===== src/rtl/pin_route_pkg.sv =====
// Shared types and pin-group indices for the pin routing sequencer.
package pin_route_pkg;

   typedef enum logic [1:0] {
      IDLE   = 2'd0,
      DRAIN  = 2'd1,
      COMMIT = 2'd2,
      SETTLE = 2'd3
   } route_state_t;

   localparam int GRP_PS2   = 0;
   localparam int GRP_VGA   = 1;
   localparam int GRP_AUDIO = 2;
   localparam int GRP_UART  = 3;

endpackage


===== src/rtl/pin_route_sequencer_guard_timer.sv =====
// Load/decrement guard counter with zero flag, shared by the drain and settle phases.
`default_nettype none
module route_guard_timer #(
   parameter int WIDTH = 7
) (
   input  logic             clock,
   input  logic             nres,
   input  logic             load_i,
   input  logic             dec_i,
   input  logic [WIDTH-1:0] load_val_i,
   output logic             zero_o
);

   logic [WIDTH-1:0] count_q;

   always_ff @(posedge clock or negedge nres) begin
      if (!nres) begin
         count_q <= '0;
      end else if (load_i) begin
         count_q <= load_val_i;
      end else if (dec_i && (count_q != '0)) begin
         count_q <= count_q - 1'b1;
      end
   end

   assign zero_o = (count_q == '0);

endmodule
`default_nettype wire


===== src/rtl/pin_route_sequencer.sv =====
// Break-before-make sequencer for board pin routing muxes.
// Optional core reset request on RESET_GROUP changes: define PIN_ROUTE_CORE_RESET_EN.
`default_nettype none
module pin_route_sequencer
   import pin_route_pkg::*;
#(
   parameter int NUM_GROUPS   = 4,
   parameter int GUARD_CYCLES = 64,
   parameter int RESET_GROUP  = GRP_UART
) (
   input  logic                  clock,
   input  logic                  nres,
   input  logic [NUM_GROUPS-1:0] sel_req,
   input  logic                  freeze,
   output logic [NUM_GROUPS-1:0] sel_active,
   output logic [NUM_GROUPS-1:0] group_hiz,
   output logic                  busy,
   output logic [7:0]            change_count,
   output logic                  core_res_req
);

   localparam int CNT_W = $clog2(GUARD_CYCLES + 1);
   localparam logic [CNT_W-1:0] GUARD_LOAD = CNT_W'(GUARD_CYCLES - 1);

   if ((RESET_GROUP < 0) || (RESET_GROUP >= NUM_GROUPS) || (GUARD_CYCLES < 1)) begin : g_param_check
      $error("pin_route_sequencer: RESET_GROUP or GUARD_CYCLES out of range");
   end

   route_state_t          state_q;
   logic [NUM_GROUPS-1:0] pending_q;
   logic [NUM_GROUPS-1:0] sel_active_q;
   logic [NUM_GROUPS-1:0] group_hiz_q;
   logic                  busy_q;
   logic [7:0]            change_count_q;
   logic                  core_res_req_q;

   logic tmr_load;
   logic tmr_dec;
   logic tmr_zero;
   logic crr_set;

`ifdef PIN_ROUTE_CORE_RESET_EN
   assign crr_set = (pending_q[RESET_GROUP] != sel_active_q[RESET_GROUP]);
`else
   assign crr_set = 1'b0;
`endif

   // Timer controls mirror the FSM branches so the counter and state stay in lockstep.
   always_comb begin
      tmr_load = 1'b0;
      tmr_dec  = 1'b0;
      case (state_q)
         IDLE:   tmr_load = !freeze && (sel_req != sel_active_q);
         DRAIN: begin
            if (sel_req != pending_q) begin
               tmr_load = 1'b1;
            end else if (!tmr_zero) begin
               tmr_dec = 1'b1;
            end
         end
         COMMIT: tmr_load = 1'b1;
         SETTLE: tmr_dec  = !tmr_zero;
         default: ;
      endcase
   end

   route_guard_timer #(
      .WIDTH(CNT_W)
   ) u_timer (
      .clock      (clock),
      .nres       (nres),
      .load_i     (tmr_load),
      .dec_i      (tmr_dec),
      .load_val_i (GUARD_LOAD),
      .zero_o     (tmr_zero)
   );

   always_ff @(posedge clock or negedge nres) begin
      if (!nres) begin
         state_q        <= IDLE;
         pending_q      <= '0;
         sel_active_q   <= '0;
         group_hiz_q    <= '0;
         busy_q         <= 1'b0;
         change_count_q <= '0;
         core_res_req_q <= 1'b0;
      end else begin
         case (state_q)
            IDLE: begin
               if (!freeze && (sel_req != sel_active_q)) begin
                  pending_q   <= sel_req;
                  group_hiz_q <= sel_req ^ sel_active_q;
                  busy_q      <= 1'b1;
                  state_q     <= DRAIN;
               end
            end
            DRAIN: begin
               // Hi-Z set only ever widens so a group already floated stays floated.
               if (sel_req != pending_q) begin
                  pending_q   <= sel_req;
                  group_hiz_q <= group_hiz_q | (sel_req ^ sel_active_q);
               end else if (tmr_zero) begin
                  state_q <= COMMIT;
               end
            end
            COMMIT: begin
               sel_active_q <= pending_q;
               if ((pending_q != sel_active_q) && (change_count_q != 8'hFF)) begin
                  change_count_q <= change_count_q + 8'd1;
               end
               if (crr_set) begin
                  core_res_req_q <= 1'b1;
               end
               state_q <= SETTLE;
            end
            SETTLE: begin
               if (tmr_zero) begin
                  group_hiz_q    <= '0;
                  core_res_req_q <= 1'b0;
                  busy_q         <= 1'b0;
                  state_q        <= IDLE;
               end
            end
            default: begin
               state_q <= IDLE;
               busy_q  <= 1'b0;
            end
         endcase
      end
   end

   assign sel_active   = sel_active_q;
   assign group_hiz    = group_hiz_q;
   assign busy         = busy_q;
   assign change_count = change_count_q;
   assign core_res_req = core_res_req_q;

endmodule
`default_nettype wire


===== config.mk =====
export PLATFORM = sky130hd
export DESIGN_NAME = pin_route_sequencer
export DESIGN_NICKNAME = d
export VERILOG_FILES = /design/src/rtl/pin_route_pkg.sv /design/src/rtl/pin_route_sequencer_guard_timer.sv /design/src/rtl/pin_route_sequencer.sv
export SDC_FILE = /design/constraint.sdc
export NUM_CORES = 1
export LEC_CHECK = 0
export ABC_CLOCK_PERIOD_IN_PS = 3300
export BUFFER_PORTS_ARGS = -buffer_cell sky130_fd_sc_hd__buf_2
export CAP_MARGIN = 15
export CORE_MARGIN = 2
export CORE_UTILIZATION = 30
export CTS_CLUSTER_DIAMETER = 150
export DETAILED_ROUTE_END_ITERATION = 6
export GPL_ROUTABILITY_DRIVEN = 1
export GPL_TIMING_DRIVEN = 1
export HOLD_SLACK_MARGIN = 0.03
export SLEW_MARGIN = 10
export SYNTH_ARGS = -nofsm -noshare
export SYNTH_HDL_FRONTEND = slang
export SYNTH_HIERARCHICAL = 1
export SYNTH_SLANG_ARGS = --single-unit

===== constraint.sdc =====
create_clock -name clock -period 3.3 [get_ports clock]
set_input_delay 0.495 -clock clock [delete_from_list [all_inputs] [get_ports clock]]
set_output_delay 0.495 -clock clock [all_outputs]
set_load 0.005 [all_outputs]

==> results of run 1 <==
## kinds of logic (layout without fill, tap and decap cells)
| family | count (synthesis) | in the layout | share of synthesized area |
|---|---|---|---|
| xor gates and xnor gates | 19 | 19 | 0.0919 |
| adders and majority gates | 8 | 8 | 0.0553 |
| other | 2 | 8 | 0.00415 |
| and+or+nand+nor | 52 | 52 | 0.149 |
| AOI/OAI and AO/OA | 36 | 36 | 0.179 |
| DFF | 30 | 30 | 0.414 |
| buffers and inverters | 14 | 40 | 0.0311 |
| muxes | 12 | 12 | 0.0753 |
## critical path: cells and delay by family (launching register included)
| family | cells | cell delay, ps |
|---|---|---|
| and+or+nand+nor | 2 | 770 |
| AOI/OAI and AO/OA | 2 | 560 |
| DFF | 1 | 410 |
| adders and majority gates | 1 | 290 |
| muxes | 1 | 290 |
| buffers and inverters | 2 | 230 |
## layout by cell type, fill, tap and decap left out, drive strengths merged, types with 2 or more instances in the layout
cell type and instances:
a21oi 11, a311o 2, a311oi 4, a41oi 2, buf 23, clkbuf 5
clkinv 2, conb 8, dfrtp 30, ha 8, inv 10, mux2 10
mux2i 2, nand2 10, nand2b 5, nand3 5, nand4 2, nor2 13
nor2b 4, nor3 4, nor4 4, o31ai 2, xnor2 10, xor2 9
## per-stage QoR
step            util  power, W  area (µm²)  hold WS (ps)
6_report       0.357   0.00220        2100           251
5_1_grt        0.357   0.00243        2100           311
4_1_cts        0.357   0.00223        2100           275
3_5_place_dp   0.344   0.00194        2020           487
3_3_place_gp   0.344   0.00193        2020           477
2_1_floorplan      -   0.00165        1830           199
## final timing paths
kind                               startpoint            endpoint  slack (ps)  depth (start not counted)
setup reg to reg           u_timer/count_q[1]          state_q[1]         630                          8
hold reg to reg               change_count[5]     change_count[5]         490                          1
min in group clock            change_count[5]     change_count[5]         490                          1
setup / recovery           u_timer/count_q[1]          state_q[1]         630                          8
max in group asynchronous                nres  u_timer/count_q[6]        2620                          1
hold / removal                           nres     change_count[6]         250                          1
## area by class of cell
type,instances,area (µm²)
clock buffer,5,68.8
clock inverter,2,10.0
fill,600,3780
inverter,10,37.5
multi-input combinational,135,1030
sequential,30,751
tap,75,93.8
timing repair buffer,23,115
## registers in the layout (all words and copies together) (netlist names)
name and cells:
sel_active 4, state_q 2, u_timer/count_q 7, change_count 8, busy 1, pending_q 4, group_hiz 4
## routing by layer
| layer | up-vias | global-route usage | wire (µm) |
|---|---|---|---|
| li1 | 677 | - | - |
| met1 | 636 | 0.161 | 1660 |
| met2 | 22 | 0.182 | 1650 |
| met3 | 2 | 0.0286 | 138 |
| met4 | 0 | 0.0350 | 18 |
| met5 | - | 0 | 0 |
## power by group through the flow
stage | registers [W] | logic (W) | clock network [W]
after floorplan | 0.000723 | 0.000923 | 0
after CTS | 0.000745 | 0.00120 | 0.000287
after global placement | 0.000750 | 0.00118 | 0
final | 0.000743 | 0.00119 | 0.000271
after detailed placement | 0.000751 | 0.00119 | 0
after global routing | 0.000782 | 0.00134 | 0.000304
==> run summary, run 1 <==
outcome: completed
mapped cell area: 1810 µm²
crit end category: flop
DPL Wire Length: 2.54 mm
largest net degree at the start of global routing: 31
Crit path largest cell delay: 500 ps
DP Worst Slack: 529 ps
most frequent CP cell: inv_1
post-CTS resize count: 0
CTS tree: built
main area contributors after synthesis: dfrtp_1 (41%), mux2_2 (5.6%), ha_1 (5.5%)
port buffer count: 23
Clock Skew: 4.75 ps
critical path class: reg -> reg
Final GP Congestion: 0.820
final setup margin: 634 ps
Avg Vias per Cell: 4.78
dominant cell type by area after synthesis: dfrtp_1
crit path DAT: 2830 ps
Final Hold Fails: 0
Clock power frac: 0.123
CP max stage cell: or3b_2
antenna diode count: 0
# hold bufs at CTS: 0
fmax: 375 MHz
Final Non-Filler Cells: 280
Static Leak: 0.929 nW
# IOs: 25
share of synthesized registers carrying an async set or reset: 1.00
Seq/Total Area, Yosys: 0.414
post-route ant nets: 0
Slew @ Worst Pin: 884 ps
max cap viols: 0
pwr dens: 1050 nW/µm²
Commonest cells post-synth: dfrtp_1 (30), nor2_1 (13), a21oi_1 (11)
CTS Buffer Depth: 2
placed cell count: 273
number of global-route vias before repair: 1288
Worst Setup Start Kind: flop
Clock Pin Slew Worst Setup and Hold Paths: 60 ps
1st-iter DRT viols: 56
area added between synthesis and finish: 16.1%
fin crit period: 2670 ps
first-pass GRT wire length: 6.02 mm
fin. max-slew vios: 0
maximum VDD drop: 0.448 mV
number of antenna violations at the first check in global routing: 0
Slew Limit Headroom: 0.408
total core area: 5890 µm²
overall routed net length: 3.47 mm
total negative slack: 0 ps
post-synthesis cell type count: 46
worst-skew pair later-pin latency: 270 ps
Critical Path RT: 3460 ps
Die Ht: 81.7 µm
Post-synth EDFFs: 0
Yosys reg bits: 30
most common cell in the netlist: dfrtp_1
row cnt: 28
drc violations: 0
DIE AREA: 6680 µm²
Period Utilization, post-route: 0.808
Total Nets Final: 220
HP Class: in -> async
Flop pwr share: 0.337
Gate Count Post-Synth: 173
RSZ-0062 raised after global routing: false
switch share: 0.423
grt ovf: 0
clock root cell: clkbuf_8
Comb pwr share: 0.540
internal power: 0.00127 W
Starting Density: 0.308
Top FF cell, synth: dfrtp_1
GRT Util Overall: 0.117
YS warnings: 6
Die Width: 81.7 µm
top-area cell type share of the netlist area: 0.414
CP max FO: 10
H-tree depth: 2
total CTS buffers: 5
final count of negative-setup-slack endpoints: 0
WL/cell: 12.4 µm
clk sinks: 30
NetSw: 0.000931 W
crit path cell chain: inv_1, ha_1, or3b_2, nor2_1, inv_1, a2bb2oi_4, a21bo_4, mux2_4
layout cell share with drive strength beyond 1: 0.234
DR pass1 iterations: 4
Avg Synthesized Cell Area: 10.5 µm²
Via Count: 1337
Post-CTS Setup Inserts: 0
(Power assumes the default switching activity.)
==> run 2: changes to the inputs <==
ABC_CLOCK_PERIOD_IN_PS = 2700   (was 3300)
clock period = 2.7 ns   (was 3.3 ns; I/O delays follow)
==> run 2 against run 1 <==
Net effect:
- clock-buffer cell count is 2 higher
- die area stayed put
- critical endpoint unchanged
- non-clock buffer count is 4 higher
- register-to-register slack worse by 310 ps
- largest power group unchanged
- worst hold slack worse by 92 ps
- first-iteration DRC count is 54% lower
- critical path depth stayed put
- core utilization is 0.77 points higher
- clock power is 37% higher
- worst setup slack worse by 310 ps
==> run summary, run 2 (synthesis gave the netlist of run 1 again) <==
crit end category: flop
most frequent cells in the layout: dfrtp_1 (30), buf_2 (23), nor2_1 (12)
Total Nets Final: 224 (+1.8%)
Period Utilization, post-route: 0.879 (+0.0706)
drc violations: 0 (unchanged)
Clock Skew: 4.85 ps (+0.103 ps)
Die Width: 81.7 µm (unchanged)
overall routed net length: 3.51 mm (+1.2%)
port buffer count: 23 (unchanged)
crit path DAT: 2540 ps (-290 ps)
RSZ-0062 raised after global routing: false
# IOs: 25 (unchanged)
Via Count: 1363 (+1.9%)
Slew Limit Headroom: 0.548 (+0.139)
grt ovf: 0 (unchanged)
GRT Util Overall: 0.119 (+0.00203)
Layout fillers: 599 (-0.17%)
first-pass GRT wire length: 6.05 mm (+0.58%)
number of antenna violations at the first check in global routing: 0 (unchanged)
number of global-route vias before repair: 1299 (+0.85%)
total negative slack: 0 ps (unchanged)
area used by multi-input combinational logic: 1030 µm² (+0.24%)
fin crit period: 2370 ps (-294 ps)
row cnt: 28 (unchanged)
most common cell after layout, fill and taps aside: dfrtp_1
fmax: 422 MHz (+12%)
maximum VDD drop: 0.570 mV (+27%)
post-route ant nets: 0 (unchanged)
total CTS buffers: 5 (unchanged)
pwr dens: 1290 nW/µm² (+23%)
placed cell count: 277 (+1.5%)
WL/cell: 12.3 µm (-0.59%)
max reg flops: 8 (unchanged)
total core area: 5890 µm² (unchanged)
CTS tree: built
Slew @ Worst Pin: 678 ps (-206 ps)
area added between synthesis and finish: 18.6%
final count of negative-setup-slack endpoints: 0 (unchanged)
worst-skew pair later-pin latency: 280 ps (about the same)
critical path class: reg -> reg
CP max FO: 5 (-5)
# hold bufs at CTS: 0 (unchanged)
clock root cell: clkbuf_8
DR pass1 iterations: 3 (-1)
Final Hold Fails: 0 (unchanged)
clk sinks: 30 (unchanged)
Critical Path RT: 2860 ps (-600 ps)
max cap viols: 0 (unchanged)
Avg Vias per Cell: 4.78 (+0.16%)
Final GP Congestion: 0.790 (-3.7%)
outcome: completed
layout cell share with drive strength beyond 1: 0.252 (+0.0182)
Starting Density: 0.308 (unchanged)
largest net degree at the start of global routing: 31 (unchanged)
H-tree depth: 2 (unchanged)
HP Class: in -> async
DIE AREA: 6680 µm² (unchanged)
antenna diode count: 0 (unchanged)
Final Non-Filler Cells: 285 (+1.8%)
DPL Wire Length: 2.62 mm (+3.4%)
Clock Pin Slew Worst Setup and Hold Paths: 70 ps (about the same)
fin. max-slew vios: 0 (unchanged)
Die Ht: 81.7 µm (unchanged)
CTS Buffer Depth: 2 (unchanged)
1st-iter DRT viols: 26 (-54%)
Worst Setup Start Kind: flop
Register Area: 751 µm² (unchanged)
Static Leak: 0.954 nW (+2.7%)
-- run 2: metrics by stage --
stage	utilization	total power, W	hold slack (ps)	area [µm²]	setup slack [ps]
after CTS	0.365	0.00281	188	2150	211
after detailed placement	0.349	0.00242	485	2050	123
after global routing	0.365	0.00305	208	2150	173
after global placement	0.349	0.00240	479	2050	104
after floorplan	-	0.00201	109	1830	340
final	0.365	0.00278	159	2150	328
-- run 2: cell type report --
type | instances | area share
inverter | 10 | 0.0175
clock buffer | 7 | 0.0402
multi-input combinational | 135 | 0.479
timing repair buffer | 27 | 0.0676
sequential | 30 | 0.349
clock inverter | 1 | 0.00233
tap | 75 | 0.0437
-- run 2: repair_timing --
item,CTS,global route
setup buffers,0,0
gates resized for setup,0,1
setup endpoints to repair,0,1
-- run 2: worst paths after layout --
kind                                    startpoint                  to  slack [ps]  cells past startpoint
worst min-delay path                          nres  u_timer/count_q[5]         160                      1
worst max register to register  u_timer/count_q[1]          state_q[1]         330                      8
max in group asynchronous                     nres     change_count[3]        2100                      1
worst min register to register     change_count[5]     change_count[5]         500                      1
min in group clock                      sel_req[1]        pending_q[1]         410                      2
worst max-delay path            u_timer/count_q[1]          state_q[1]         330                      8
-- run 2: layer usage --
layer	track usage	wire length, µm	vias to the layer above
met2	0.183	1630	17
met3	0.0253	106	5
met4	0.0500	57	0
li1	-	-	688
met5	0	0	-
met1	0.162	1710	653
-- run 2: worst max-delay path: stages, from the launching register on --
cell and delay, ps:
dfrtp_1 410, inv_1 110, ha_1 160, or3b_2 480, nor2_1 280, inv_1 130
a2bb2oi_4 150, a21bo_4 250, mux2_4 290
-- run 2: power breakdown --
| part | switching, W | internal (W) | leakage, nW |
|---|---|---|---|
| logic | 0.000759 | 0.000743 | 0.543 |
| clock network | 0.000167 | 0.000205 | 0.0482 |
| registers | 0.000228 | 0.000675 | 0.363 |
| total | 0.00115 | 0.00162 | 0.954 |
==> run 3: changes to the inputs <==
ABC_CLOCK_PERIOD_IN_PS = 3050   (was 2700)
clock period = 3.05 ns   (was 2.7 ns; I/O delays follow)
==> run 3 against run 2 <==
Net effect:
- core utilization is 0.30 points lower
- flip-flop and latch count stayed put
- worst setup slack better by 62 ps
- non-clock buffer count is 2 lower
- power is 12% lower
- sequential share of layout area is 0.29 points higher
- first-iteration DRC count is 100% higher
- worst hold slack better by 57 ps
- final cell count is 0.70% lower
- routed wire length is 1.7% lower
- cell area is 0.82% lower
- critical path type unchanged
- critical endpoint unchanged
==> run summary, run 3 (synthesis gave the netlist of run 1 again) <==
DPL Wire Length: 2.52 mm (-3.8%)
R2R cell count: 8 (unchanged)
max cap viols: 0 (unchanged)
routed wl met3: 153 µm (+44%)
fin. max-slew vios: 0 (unchanged)
Avg Vias per Cell: 4.75 (-0.62%)
WL met1: 1.66 mm (-3.2%)
Clock Skew: 4.62 ps (-0.232 ps)
layout cell share with drive strength beyond 1: 0.240 (-0.0120)
maximum VDD drop: 0.485 mV (-15%)
RR Startpoint: u_timer/count_q[1]
Period Utilization, post-route: 0.872 (-0.00653)
max reg flops: 8 (unchanged)
total negative slack: 0 ps (unchanged)
pwr dens: 1150 nW/µm² (-11%)
setup slack, reg-to-reg: 390 ps (+60 ps)
number of antenna violations at the first check in global routing: 0 (unchanged)
port buffer count: 23 (unchanged)
Final Hold Fails: 0 (unchanged)
Flop pwr share: 0.327 (+0.002)
first-pass GRT wire length: 5.97 mm (-1.4%)
final core occ: 0.362 (-0.00298)
WL met2: 1.57 mm (-3.9%)
most frequent CP cell: inv_1
row cnt: 28 (unchanged)
Starting Density: 0.308 (unchanged)
# IOs: 25 (unchanged)
Post-CTS Setup Inserts: 0 (unchanged)
Clock power frac: 0.135 (about the same)
crit path cell chain: inv_1, ha_1, or3b_2, nor2_1, inv_1, a2bb2oi_4, a21bo_4, mux2_4
Crit path largest cell delay: 510 ps (+30 ps)
largest net degree at the start of global routing: 31 (unchanged)
Total Nets Final: 222 (-0.89%)
critical path class: reg -> reg
Max Used Layer: met4
internal power: 0.00143 W (-12%)
DIE AREA: 6680 µm² (unchanged)
WL/cell: 12.2 µm (-0.96%)
Final GP Congestion: 0.819 (+3.7%)
H-tree depth: 2 (unchanged)
worst r2r dst: state_q[1]
Total Power: 0.00245 W (-12%)
CP max FO: 10 (+5)
grt ovf: 0 (unchanged)
crit end category: flop
DR pass1 iterations: 4 (+1)
antenna diode count: 0 (unchanged)
1st-iter DRT viols: 52 (+100%)
number of global-route vias before repair: 1317 (+1.4%)
CTS tree: built
Die Width: 81.7 µm (unchanged)
total CTS buffers: 5 (unchanged)
crit path DAT: 2830 ps (+290 ps)
Worst Setup Start Kind: flop
Slew Limit Headroom: 0.528 (-0.0202)
Slew @ Worst Pin: 706 ps (+27.7 ps)
post-route ant nets: 0 (unchanged)
RSZ-0062 raised after global routing: false
most frequent cells in the layout: dfrtp_1 (30), buf_2 (23), nor2_1 (13)
clock root cell: clkbuf_8
CP max stage cell: or3b_2
Comb pwr share: 0.538 (-0.003)
HP Class: in -> async
GRT Util Overall: 0.117 (-0.00221)
most common cell after layout, fill and taps aside: dfrtp_1
fmax: 376 MHz (-11%)
area added between synthesis and finish: 17.6%
post-CTS resize count: 0 (unchanged)
total core area: 5890 µm² (unchanged)
drc violations: 0 (unchanged)
Static Leak: 0.944 nW (-1.1%)
fin crit period: 2660 ps (+288 ps)
Critical Path RT: 3220 ps (+360 ps)
clk sinks: 30 (unchanged)
Clock Pin Slew Worst Setup and Hold Paths: 60 ps (about the same)
WP buf/inv: 2 (unchanged)
overall routed net length: 3.45 mm (-1.7%)
CTS Buffer Depth: 2 (unchanged)
Die Ht: 81.7 µm (unchanged)
worst-skew pair later-pin latency: 280 ps (about the same)
DP Worst Slack: 433 ps (+311 ps)
outcome: completed
Via Count: 1345 (-1.3%)
Worst Hold Slack: 216 ps (+56.7 ps)
# hold bufs at CTS: 0 (unchanged)
switch share: 0.417 (+0.00136)
Top Family by Delay on Critical Path: simple AND/OR/NAND/NOR gates
final count of negative-setup-slack endpoints: 0 (unchanged)
final setup margin: 390 ps (+62.4 ps)
NetSw: 0.00102 W (-11%)
[run 3: cell count changes in the layout (fill, tap and decap cells not counted), sizes merged]
cell / before / now
buf: 27 / 25
[run 3: power groups by stage]
stage               clock network [W]  registers, W  logic, W
CTS                          0.000347      0.000806   0.00133
global route                 0.000361      0.000841   0.00149
global placement                    0      0.000810   0.00131
finish                       0.000330      0.000801   0.00132
floorplan                           0      0.000783  0.000999
detailed placement                  0      0.000812   0.00132
[run 3: layout make-up]
| cell class | instances | area [µm²] |
|---|---|---|
| fill | 613 | 3750 |
| inverter | 10 | 37.5 |
| timing repair buffer | 25 | 130 |
| tap | 75 | 93.8 |
| sequential | 30 | 751 |
| clock buffer | 7 | 86.3 |
| multi-input combinational | 135 | 1030 |
| clock inverter | 1 | 5.00 |
[run 3: metrics by stage]
stage / instances / cell area [µm²]
floorplan: 179 / 1830
global placement: 275 / 2040
detailed placement: 275 / 2040
CTS: 283 / 2130
global route: 283 / 2130
finish: 283 / 2130
[run 3: how the worst max path moves through the flow]
| stage | endpoint | cells after the start | startpoint | slack (ps) |
|---|---|---|---|---|
| after global routing | state_q[1] | 8 | u_timer/count_q[1] | 250 |
| after CTS | state_q[1] | 8 | u_timer/count_q[1] | 430 |
| after floorplan | u_timer/count_q[3] | 7 | sel_req[1] | 650 |
| final | state_q[1] | 8 | u_timer/count_q[1] | 390 |
| after detailed placement | state_q[1] | 8 | u_timer/count_q[1] | 430 |
| after global placement | state_q[1] | 8 | u_timer/count_q[1] | 400 |
[run 3: per-layer routing]
layer | global-route usage | up-vias
met5 | 0 | -
met1 | 0.158 | 630
met3 | 0.0286 | 7
li1 | - | 682
met2 | 0.175 | 26
met4 | 0.0550 | 0
